[src/rtl/seq_bam_pkg.sv]
// Shared types and helpers for the sequential broken-array multiplier.
package seq_bam_pkg;

  typedef enum logic [1:0] {
    ST_IDLE = 2'd0,
    ST_BUSY = 2'd1,
    ST_DONE = 2'd2
  } state_t;

  // Width of the horizontal cut: must hold 0..n.
  function automatic int hw_of(input int n);
    return $clog2(n + 1);
  endfunction

  // Width of the vertical cut: must hold 0..2n.
  function automatic int vw_of(input int n);
    return $clog2(2 * n + 1);
  endfunction

  // Reference product: every a[i]&b[j] term kept when j >= h and i+j >= v.
  // Operands are carried in 64 bits, so this is valid for n <= 32.
  function automatic longint unsigned bam_model(input int n,
                                                input longint unsigned a,
                                                input longint unsigned b,
                                                input int h,
                                                input int v);
    longint unsigned p;
    p = 0;
    for (int j = 0; j < n; j++) begin
      for (int i = 0; i < n; i++) begin
        if (a[i] && b[j] && (j >= h) && (i + j >= v)) begin
          p += 64'(1) << (i + j);
        end
      end
    end
    return p;
  endfunction

endpackage

[src/rtl/bam_row_gen.sv]
// One partial-product row: multiplicand masked by the vertical cut,
// shifted to row position j, and gated by the multiplier bit b[j].
module bam_row_gen
  import seq_bam_pkg::*;
#(
  parameter int N = 8
) (
  input  logic [N-1:0]              i_a,
  input  logic                      i_b_bit,
  input  logic [$clog2(N+1)-1:0]    i_j,
  input  logic [$clog2(2*N+1)-1:0]  i_v,
  output logic [2*N-1:0]            o_row
);

  logic [N-1:0] w_mask;

  // Column i survives the vertical cut when its weight i+j reaches v.
  always_comb begin
    // NOTE: assign a default before the loop so every bit is written on every
    // pass; a partially-assigned variable in always_comb infers a latch.
    w_mask = '0;
    for (int i = 0; i < N; i++) begin
      w_mask[i] = (32'(i) + 32'(i_j)) >= 32'(i_v);
    end
  end

  // Zero-extend the masked multiplicand to full product width before shifting
  // so the top row can reach bit 2N-1 without truncation.
  assign o_row = i_b_bit ? ({{N{1'b0}}, i_a & w_mask} << i_j) : '0;

endmodule

[src/rtl/seq_bam_mul.sv]
// Sequential runtime-configurable broken-array multiplier: one partial-product
// row per clock, cuts h/v supplied with each operation, valid/ready on both sides.
module seq_bam_mul
  import seq_bam_pkg::*;
#(
  parameter int N = 8
) (
  input  logic                      clk,
  input  logic                      rst_n,
  input  logic                      in_valid,
  output logic                      in_ready,
  input  logic [N-1:0]              in_a,
  input  logic [N-1:0]              in_b,
  input  logic [$clog2(N+1)-1:0]    in_h,
  input  logic [$clog2(2*N+1)-1:0]  in_v,
  output logic                      out_valid,
  input  logic                      out_ready,
  output logic [2*N-1:0]            out_p
);

  localparam int HW = hw_of(N);
  localparam int VW = vw_of(N);
  localparam logic [HW-1:0] LP_N    = HW'(N);
  localparam logic [HW-1:0] LP_LAST = HW'(N - 1);

  state_t           r_state;
  state_t           w_next;
  logic [N-1:0]     r_a;
  logic [N-1:0]     r_b;
  logic [VW-1:0]    r_v;
  logic [HW-1:0]    r_j;
  logic [2*N-1:0]   r_acc;
  logic [2*N-1:0]   w_row;
  logic             w_b_bit;
  logic             w_accept;
  logic             w_step;

  assign w_accept = (r_state == ST_IDLE) && in_valid;
  assign w_step   = (r_state == ST_BUSY) && (r_j < LP_N);
  // A shift past the top bit yields 0, so rows j >= N contribute nothing.
  assign w_b_bit  = |(r_b & (N'(1) << r_j));

  bam_row_gen #(.N(N)) u_row_gen (
    .i_a     (r_a),
    .i_b_bit (w_b_bit),
    .i_j     (r_j),
    .i_v     (r_v),
    .o_row   (w_row)
  );

  // State register.
  always_ff @(posedge clk or negedge rst_n) begin
    // NOTE: sequential state uses non-blocking assignments so every flop
    // samples pre-edge values regardless of statement order.
    if (!rst_n) r_state <= ST_IDLE;
    else        r_state <= w_next;
  end

  // Next-state: BUSY exits after row N-1, or at once when the cut skips every row.
  always_comb begin
    w_next = r_state;
    unique case (r_state)
      ST_IDLE: if (in_valid)      w_next = ST_BUSY;
      ST_BUSY: if (r_j >= LP_LAST) w_next = ST_DONE;
      ST_DONE: if (out_ready)     w_next = ST_IDLE;
      default:                    w_next = ST_IDLE;
    endcase
  end

  // Operand capture on accept, then one row accumulated per BUSY cycle.
  always_ff @(posedge clk or negedge rst_n) begin
    // NOTE: every datapath register is reset so an aborted operation leaves
    // no stale operand or partial sum behind.
    if (!rst_n) begin
      r_a   <= '0;
      r_b   <= '0;
      r_v   <= '0;
      r_j   <= '0;
      r_acc <= '0;
    end else if (w_accept) begin
      r_a   <= in_a;
      r_b   <= in_b;
      r_v   <= in_v;
      r_j   <= in_h;
      r_acc <= '0;
    end else if (w_step) begin
      r_acc <= r_acc + w_row;
      r_j   <= r_j + HW'(1);
    end
  end

  assign in_ready  = (r_state == ST_IDLE);
  assign out_valid = (r_state == ST_DONE);
  // Product is only presented while valid; partial sums stay internal.
  assign out_p     = out_valid ? r_acc : '0;

endmodule

[config.mk]
export PLATFORM = sky130hd
export DESIGN_NAME = seq_bam_mul
export DESIGN_NICKNAME = d
export VERILOG_FILES = /design/src/rtl/seq_bam_pkg.sv /design/src/rtl/bam_row_gen.sv /design/src/rtl/seq_bam_mul.sv
export SDC_FILE = /design/constraint.sdc
export NUM_CORES = 1
export LEC_CHECK = 0
export CAP_MARGIN = 20
export CORE_ASPECT_RATIO = 1.5
export CORE_UTILIZATION = 40
export CTS_CLUSTER_SIZE = 24
export DETAILED_ROUTE_END_ITERATION = 7
export PLACE_DENSITY_LB_ADDON = 0.3
export SYNTH_ARGS = -nofsm -noshare
export SYNTH_HDL_FRONTEND = slang
export SYNTH_SLANG_ARGS = --single-unit
[constraint.sdc]
create_clock -name clk -period 5.1 [get_ports clk]
set_clock_uncertainty 0.2 [all_clocks]
set_input_delay 0.765 -clock clk [delete_from_list [all_inputs] [get_ports clk]]
set_output_delay 0.765 -clock clk [all_outputs]
set_load 0.03 [all_outputs]
; Yosys cells after proc, flatten, opt, wreduce, memory -nomap -nowiden
; Index checks and enable logic that the tools add are counted.
[word_totals]
mem_bits_rw = 0
romBits = 0
ff_bits = 43
n_memories = 0
elab_cells = 50
output_inout_bits = 18
latch_bits = 0
[classes]
n_mul = 0
n_mux = 10
add_sub_neg = 9
n_reduce_logical = 6
n_div = 0
eq_ne = 5
n_shift = 2
bitwise_logic = 2
magnitude_cmp = 10
[op_table]
columns = operator, count
row1 = greater-or-equal comparator 32 x 5 -> 1 bit, 7
row2 = two-way mux 16 bit, 4
row3 = adder 3 x 4 -> 5 bit (first input constant), 4
row4 = adder 16 bit, 1
row5 = AND 8 bit, 2
row6 = left shift 8 x 4 -> 16 bit, 1
row7 = adder 2 x 4 -> 5 bit (first input constant), 2
row8 = two-way mux 4 bit, 2
row9 = OR reduction 8 bit, 1
row10 = left shift 1 x 4 -> 8 bit (first input constant), 1
row11 = two-way mux 2 bit, 3
row12 = case mux 2 bit (3 select lines), 1
row13 = adder 1 x 4 -> 5 bit (first input constant), 1
row14 = greater-or-equal comparator 4 x 5 -> 1 bit, 1
row15 = adder 4 x 1 -> 4 bit (second input constant), 1
row16 = greater-or-equal comparator 4 x 3 -> 1 bit (second input constant), 1
row17 = less-than comparator 4 bit (second input constant), 1
row18 = != test 2 x 1 -> 1 bit (second input constant), 2
row19 = AND reduction 3 bit, 1
row20 = == test 2 x 1 -> 1 bit (second input constant), 1
row21 = == test 2 bit (second input constant), 1
row22 = logical AND 1 bit, 2
row23 = zero test 2 bit, 1
row24 = != test 2 bit (second input constant), 1
row25 = nonzero test 2 bit, 1

; Longest topological paths before layout
[logic_depth]
ltp_word = 8
ltp_mapped = 21
ltp_nobuf = 19

; By module
; Synthesis repeated with hierarchy kept, for this count alone.
[unflattened]
hier_cells = 482
hier_area_um2 = 4038.9
[by_module_without_submodules]
columns = mod, instances, cells_per_inst, seq_area_each_um2, area_per_inst_um2
row1 = seq_bam_mul, 1, 296, 1076.0, 2606.2
row2 = bam_row_gen, 1, 186, 0.0, 1432.6

; Least setup slack after synthesis
; Ideal clock, no wire load.
[synth_timing]
path_kind = register to register
start = reg r_j[0]
end = reg r_acc[15]
t_arrival_ps = 3868
setup_slack_ps = 952
stages_incl_launch_ff = 19
path_buffers = 1
setup_time_ps = 79
required_ps = 4821
period_less_slack_ps = 4148
cell_sequence = dfrtp_1 > clkbuf_1 > inv_1 > ha_1 > xnor2_1 > ha_1 > nand2_1 > o21ai_1 > a41oi_1 > mux2_2 > mux2_2 > o22ai_1 > ha_1 > a21o_1 > a21o_1 > o311ai_2 > a21oi_1 > nor2_1 > mux2i_1
[synth_via]
elab_chain_cells = 8
elab_cells_between_ends = 27
classes_between = 8 x add/sub / 9 x order compare / 2 x shift / 3 x mux / 2 x bitwise / 3 x reduce/logical
[synth_lines]
columns = item, line_no
row1 = from (decl), seq_bam_mul.sv:31  ; logic [HW-1:0] r_j;
row2 = from (signal assigned), seq_bam_mul.sv:84  ; r_j <= in_h;
row3 = from (signal assigned), seq_bam_mul.sv:88  ; r_j <= r_j + HW'(1);
row4 = adder 1 x 4 -> 5 bit (tied with other cells), bam_row_gen.sv:23  ; w_mask[i] = (32'(i) + 32'(i_j)) >= 32'(i_v);
row5 = greater-or-equal comparator 32 x 5 -> 1 bit, bam_row_gen.sv:23
row6 = AND 8 bit, bam_row_gen.sv:29  ; assign o_row = i_b_bit ? ({{N{1'b0}}, i_a & w_mask} << i_j) : '0;
row7 = left shift 8 x 4 -> 16 bit, bam_row_gen.sv:29
row8 = two-way mux 16 bit, bam_row_gen.sv:29
row9 = adder 16 bit, seq_bam_mul.sv:87  ; r_acc <= r_acc + w_row;
row10 = two-way mux 16 bit, seq_bam_mul.sv:86  ; end else if (w_step) begin
row11 = two-way mux 16 bit, seq_bam_mul.sv:80  ; end else if (w_accept) begin
row12 = to (signal assigned), seq_bam_mul.sv:87
row13 = to (decl), seq_bam_mul.sv:32  ; logic [2*N-1:0] r_acc;
; Parallel ways exist; a longest one is shown, timed or not. The select of a mux whose other input is x is not followed.
; A chain may end at the register's enable or synchronous reset.

; Worst setup path in the final report
[layout_timing]
start = reg r_j[2]
end = reg r_acc[15]
; The elaborated chain is that of the path after synthesis.

==> results_dict.tcl <==
set metrics [dict create \
    status "finished clean" \
    crit_required_ns 5.11 \
    clock_tree.htree_level_count 2 \
    floorplan.initialDensity_pct 41.4 \
    critPathMaxFanout 14 \
    peakVddDrop_uv 263 \
    critical-path-max-stage-delay_ns 0.68 \
    timing.max_slew.rel_slack_pct 36.0 \
    largest_net_degree_at_the_start_of_global_routing 44 \
    cts_hold_buffers 0 \
    yosysTopAreaCell "sky130_fd_sc_hd__dfrtp_1" \
    synth_nets 549 \
    ys_warn_count 0 \
    clock_tree_from_tritoncts "done" \
    power.share.combinational_pct 65.4 \
    hold_path_class "input pin to async pin" \
    post_detailed_route_via_to_cell_ratio 5.54 \
    yosys_register_bits 43 \
    die_outline_area_mm2 0.0100 \
    post-route-worst-setup-slack_ns 0.497 \
    vias 3414 \
    timing.final.crit_period_ns 4.60 \
    max_cap_violations 0 \
    rows 43 \
    critical_path_buf_inv_count 1 \
    internal_power_uw 1420 \
    numCtsBuffers 5 \
    final_max_slew_viol_count 0 \
    drtAntennaViolNets 0 \
    design.core.area_mm2 0.00931 \
    fp.dieW_um 82.1 \
    grt_setup_unrepaired "false" \
    synth-edff-count 0 \
    post-cts-setup-buffer-count 0 \
    share_seq_of_total_power_pct 22.6 \
    powerDensity_mw_per_mm2 605 \
    fraction_of_final_layout_cells_with_drive_strength_greater_than_1_pct 6.55 \
    grt_pass1_vias 3371 \
    clock_power_share_pct 12.1 \
    finalHoldViolations 0 \
    globalRoute.totalOverflow 0 \
    setup_viol 0 \
    first_pass_grt_wire_length_mm 16.1 \
    cts_resized 0 \
    synth_instances 460 \
    fmax_mhz 217 \
    clkTransAtPathRegs_ns 0.07 \
    initialDrtViolationCount 163 \
    crit_path_launch_type "register" \
    route.detailed.drc 0 \
    power.switching_uw 1360 \
    syn_area_per_cell_um2 8.37 \
    critical_path.endpoint_type "register" \
    synthToLayoutAreaGrowth_pct 19.3 \
    place_ws_ns 0.512 \
    cp.arrival_ns 4.61 \
    synth.yosys.seq_area_share_pct 27.9 \
    antenna_cells_inserted 0 \
    cts_root_buf "sky130_fd_sc_hd__clkbuf_16" \
    ys_top_cells_by_area "sky130_fd_sc_hd__dfrtp_1, sky130_fd_sc_hd__ha_1, sky130_fd_sc_hd__nand2_1" \
    routed_wire_length_per_instance_um 15.8 \
    timing.critical_path.slowest_stage_cell "sky130_fd_sc_hd__dfrtp_1" \
    floorplan.io_pins 47 \
    placement.io_buffers 46 \
    clkSinkCount 43 \
    worst_skew_pair.late_latency_ns 0.29 \
    sw_frac_of_total_pct 48.9 \
    finish.net_count 592 \
    finalCoreUtilization_pct 49.4 \
    synthesis.area_mm2 0.00385 \
    slew_worst_pin_ns 0.956 \
    worst_path_most_repeated_cell "sky130_fd_sc_hd__ha_1" \
    min_period_over_period_pct 90.3 \
    clock_path_buffers 2 \
    path_delay_family "compound AO/OA/AOI/OAI gates" \
    static-leakage-power_uw 0.00221 \
    critPathKind "register to register" \
    totalWireLength_mm 9.76 \
    hpwlAfterDp_mm 7.43 \
    initial_antenna_violation_count 0 \
    synth_top_area_share_pct 27.9 \
    die-height_um 122 \
    cp_cell_sequence "inv_2 -> ha_1 -> ha_1 -> nand2_1 -> o21ai_1 -> a41oi_1 -> mux2_2 -> mux2_2 -> o22ai_1 -> ha_1 -> o21ai_2 -> nor4_4 -> o311ai_2 -> a21oi_1 -> nor2_1 -> mux2i_1" \
    synth_ff_type "sky130_fd_sc_hd__dfrtp_1" \
    post_synth_num_cell_types 51 \
    drt_pre_antenna_iters 4 \
    synth_async_sr_flop_share_pct 100 \
    place.gp.congestion 0.926 \
    track_usage_pct 21.2 \
    fin_setup_tns_ns 0 \
]
-- state kept, by name, summed over array words and instances (netlist names) --
signal and flops:
r_acc 16, r_v 5, r_b 8, r_state 2, r_a 8, r_j 4
-- path summary, 6_finish.rpt --
check	startpoint	slack, ns	end	cells after the start
max	r_j[2]	0.50	r_acc[15]	16
min	rst_n	0.17	r_v[2]	1
max reg2reg	r_j[2]	0.50	r_acc[15]	16
min reg2reg	r_acc[15]	0.27	r_acc[15]	1
max in group asynchronous	rst_n	4.04	r_acc[13]	2
min in group clk	r_acc[15]	0.27	r_acc[15]	1
-- cell usage after synthesis (2+ instances only) --
cell,instances
sky130_fd_sc_hd__o31ai_1,2
sky130_fd_sc_hd__or3_1,2
sky130_fd_sc_hd__clkbuf_1,10
sky130_fd_sc_hd__nand4_1,2
sky130_fd_sc_hd__mux2i_1,8
sky130_fd_sc_hd__nand2_1,103
sky130_fd_sc_hd__and2_1,23
sky130_fd_sc_hd__a22o_1,3
sky130_fd_sc_hd__a21o_1,9
sky130_fd_sc_hd__buf_2,4
sky130_fd_sc_hd__xnor2_1,12
sky130_fd_sc_hd__a21oi_1,23
sky130_fd_sc_hd__nand2b_1,4
sky130_fd_sc_hd__ha_1,59
sky130_fd_sc_hd__nor2_1,30
sky130_fd_sc_hd__a41oi_1,5
sky130_fd_sc_hd__a222oi_1,2
sky130_fd_sc_hd__o22ai_1,6
sky130_fd_sc_hd__a211o_1,2
sky130_fd_sc_hd__mux2_2,5
sky130_fd_sc_hd__a211oi_1,5
sky130_fd_sc_hd__inv_2,2
sky130_fd_sc_hd__nor2b_1,6
sky130_fd_sc_hd__o21ai_0,9
sky130_fd_sc_hd__a221o_1,3
sky130_fd_sc_hd__o21a_1,3
sky130_fd_sc_hd__o21ai_1,22
sky130_fd_sc_hd__nor3_1,4
sky130_fd_sc_hd__a22oi_1,2
sky130_fd_sc_hd__xor2_1,6
sky130_fd_sc_hd__nand3_1,8
sky130_fd_sc_hd__inv_1,14
sky130_fd_sc_hd__dfrtp_1,43
sky130_fd_sc_hd__a211oi_2,2
-- cell usage in the layout (no fill, tap or decap), types with 3 or more instances in the layout --
| cell type | n |
|---|---|
| sky130_fd_sc_hd__nand2_1 | 103 |
| sky130_fd_sc_hd__ha_1 | 59 |
| sky130_fd_sc_hd__clkdlybuf4s50_1 | 45 |
| sky130_fd_sc_hd__dfrtp_1 | 43 |
| sky130_fd_sc_hd__nor2_1 | 30 |
| sky130_fd_sc_hd__a21oi_1 | 23 |
| sky130_fd_sc_hd__and2_1 | 23 |
| sky130_fd_sc_hd__o21ai_1 | 22 |
| sky130_fd_sc_hd__inv_1 | 14 |
| sky130_fd_sc_hd__xnor2_1 | 12 |
| sky130_fd_sc_hd__a21o_1 | 9 |
| sky130_fd_sc_hd__o21ai_0 | 9 |
| sky130_fd_sc_hd__nand3_1 | 8 |
| sky130_fd_sc_hd__mux2i_1 | 8 |
| sky130_fd_sc_hd__nor2b_1 | 6 |
| sky130_fd_sc_hd__xor2_1 | 6 |
| sky130_fd_sc_hd__o22ai_1 | 6 |
| sky130_fd_sc_hd__a41oi_1 | 5 |
| sky130_fd_sc_hd__mux2_2 | 5 |
| sky130_fd_sc_hd__a211oi_1 | 5 |
| sky130_fd_sc_hd__clkbuf_16 | 5 |
| sky130_fd_sc_hd__nand2b_1 | 4 |
| sky130_fd_sc_hd__nor3_1 | 4 |
| sky130_fd_sc_hd__buf_4 | 4 |
| sky130_fd_sc_hd__a221o_1 | 3 |
| sky130_fd_sc_hd__o21a_1 | 3 |
| sky130_fd_sc_hd__a22o_1 | 3 |
-- per-layer routing --
| metal | share of wire, % | track usage, % |
|---|---|---|
| met5 | 0 | 0 |
| met4 | 3.1 | 10.1 |
| met1 | 40 | 24.7 |
| met3 | 3.1 | 2.55 |
| met2 | 53 | 37.4 |
-- cell type report --
type	instances	area, um2
sequential	43	1080
tap	112	140
multi-input combinational	385	2650
fill	929	4710
clock inverter	2	16.3
inverter	16	60.1
clock buffer	6	139
timing repair buffer	52	517
-- kinds of logic (layout without fill, tap and decap cells) --
family	after synthesis	after routing	share of synthesized area, %
compound gates	106	106	18.9
xor+xnor	18	18	4.09
mux	13	13	3.54
fa+ha+maj	60	60	19.7
simple gates	188	188	22.4
buf+inv	32	76	3.35
flops	43	43	27.9
-- power groups by stage --
stage	Combinational, uW	Clock (uW)	Sequential, uW
floorplan	1390	0	573
global placement	1740	0	631
detailed placement	1800	0	632
CTS	1810	346	627
global route	2060	357	648
finish	1820	335	628
-- metrics by stage --
step                cells  power, uW  hold WS (ns)  area (um2)
floorplan             460       1960         0.237        3850
global placement      605       2370         0.255        4400
detailed placement    606       2440         0.262        4410
CTS                   614       2790         0.270        4570
global route          616       3070         0.184        4590
finish                616       2780         0.171        4590
Power figures use the tool's default switching activity.
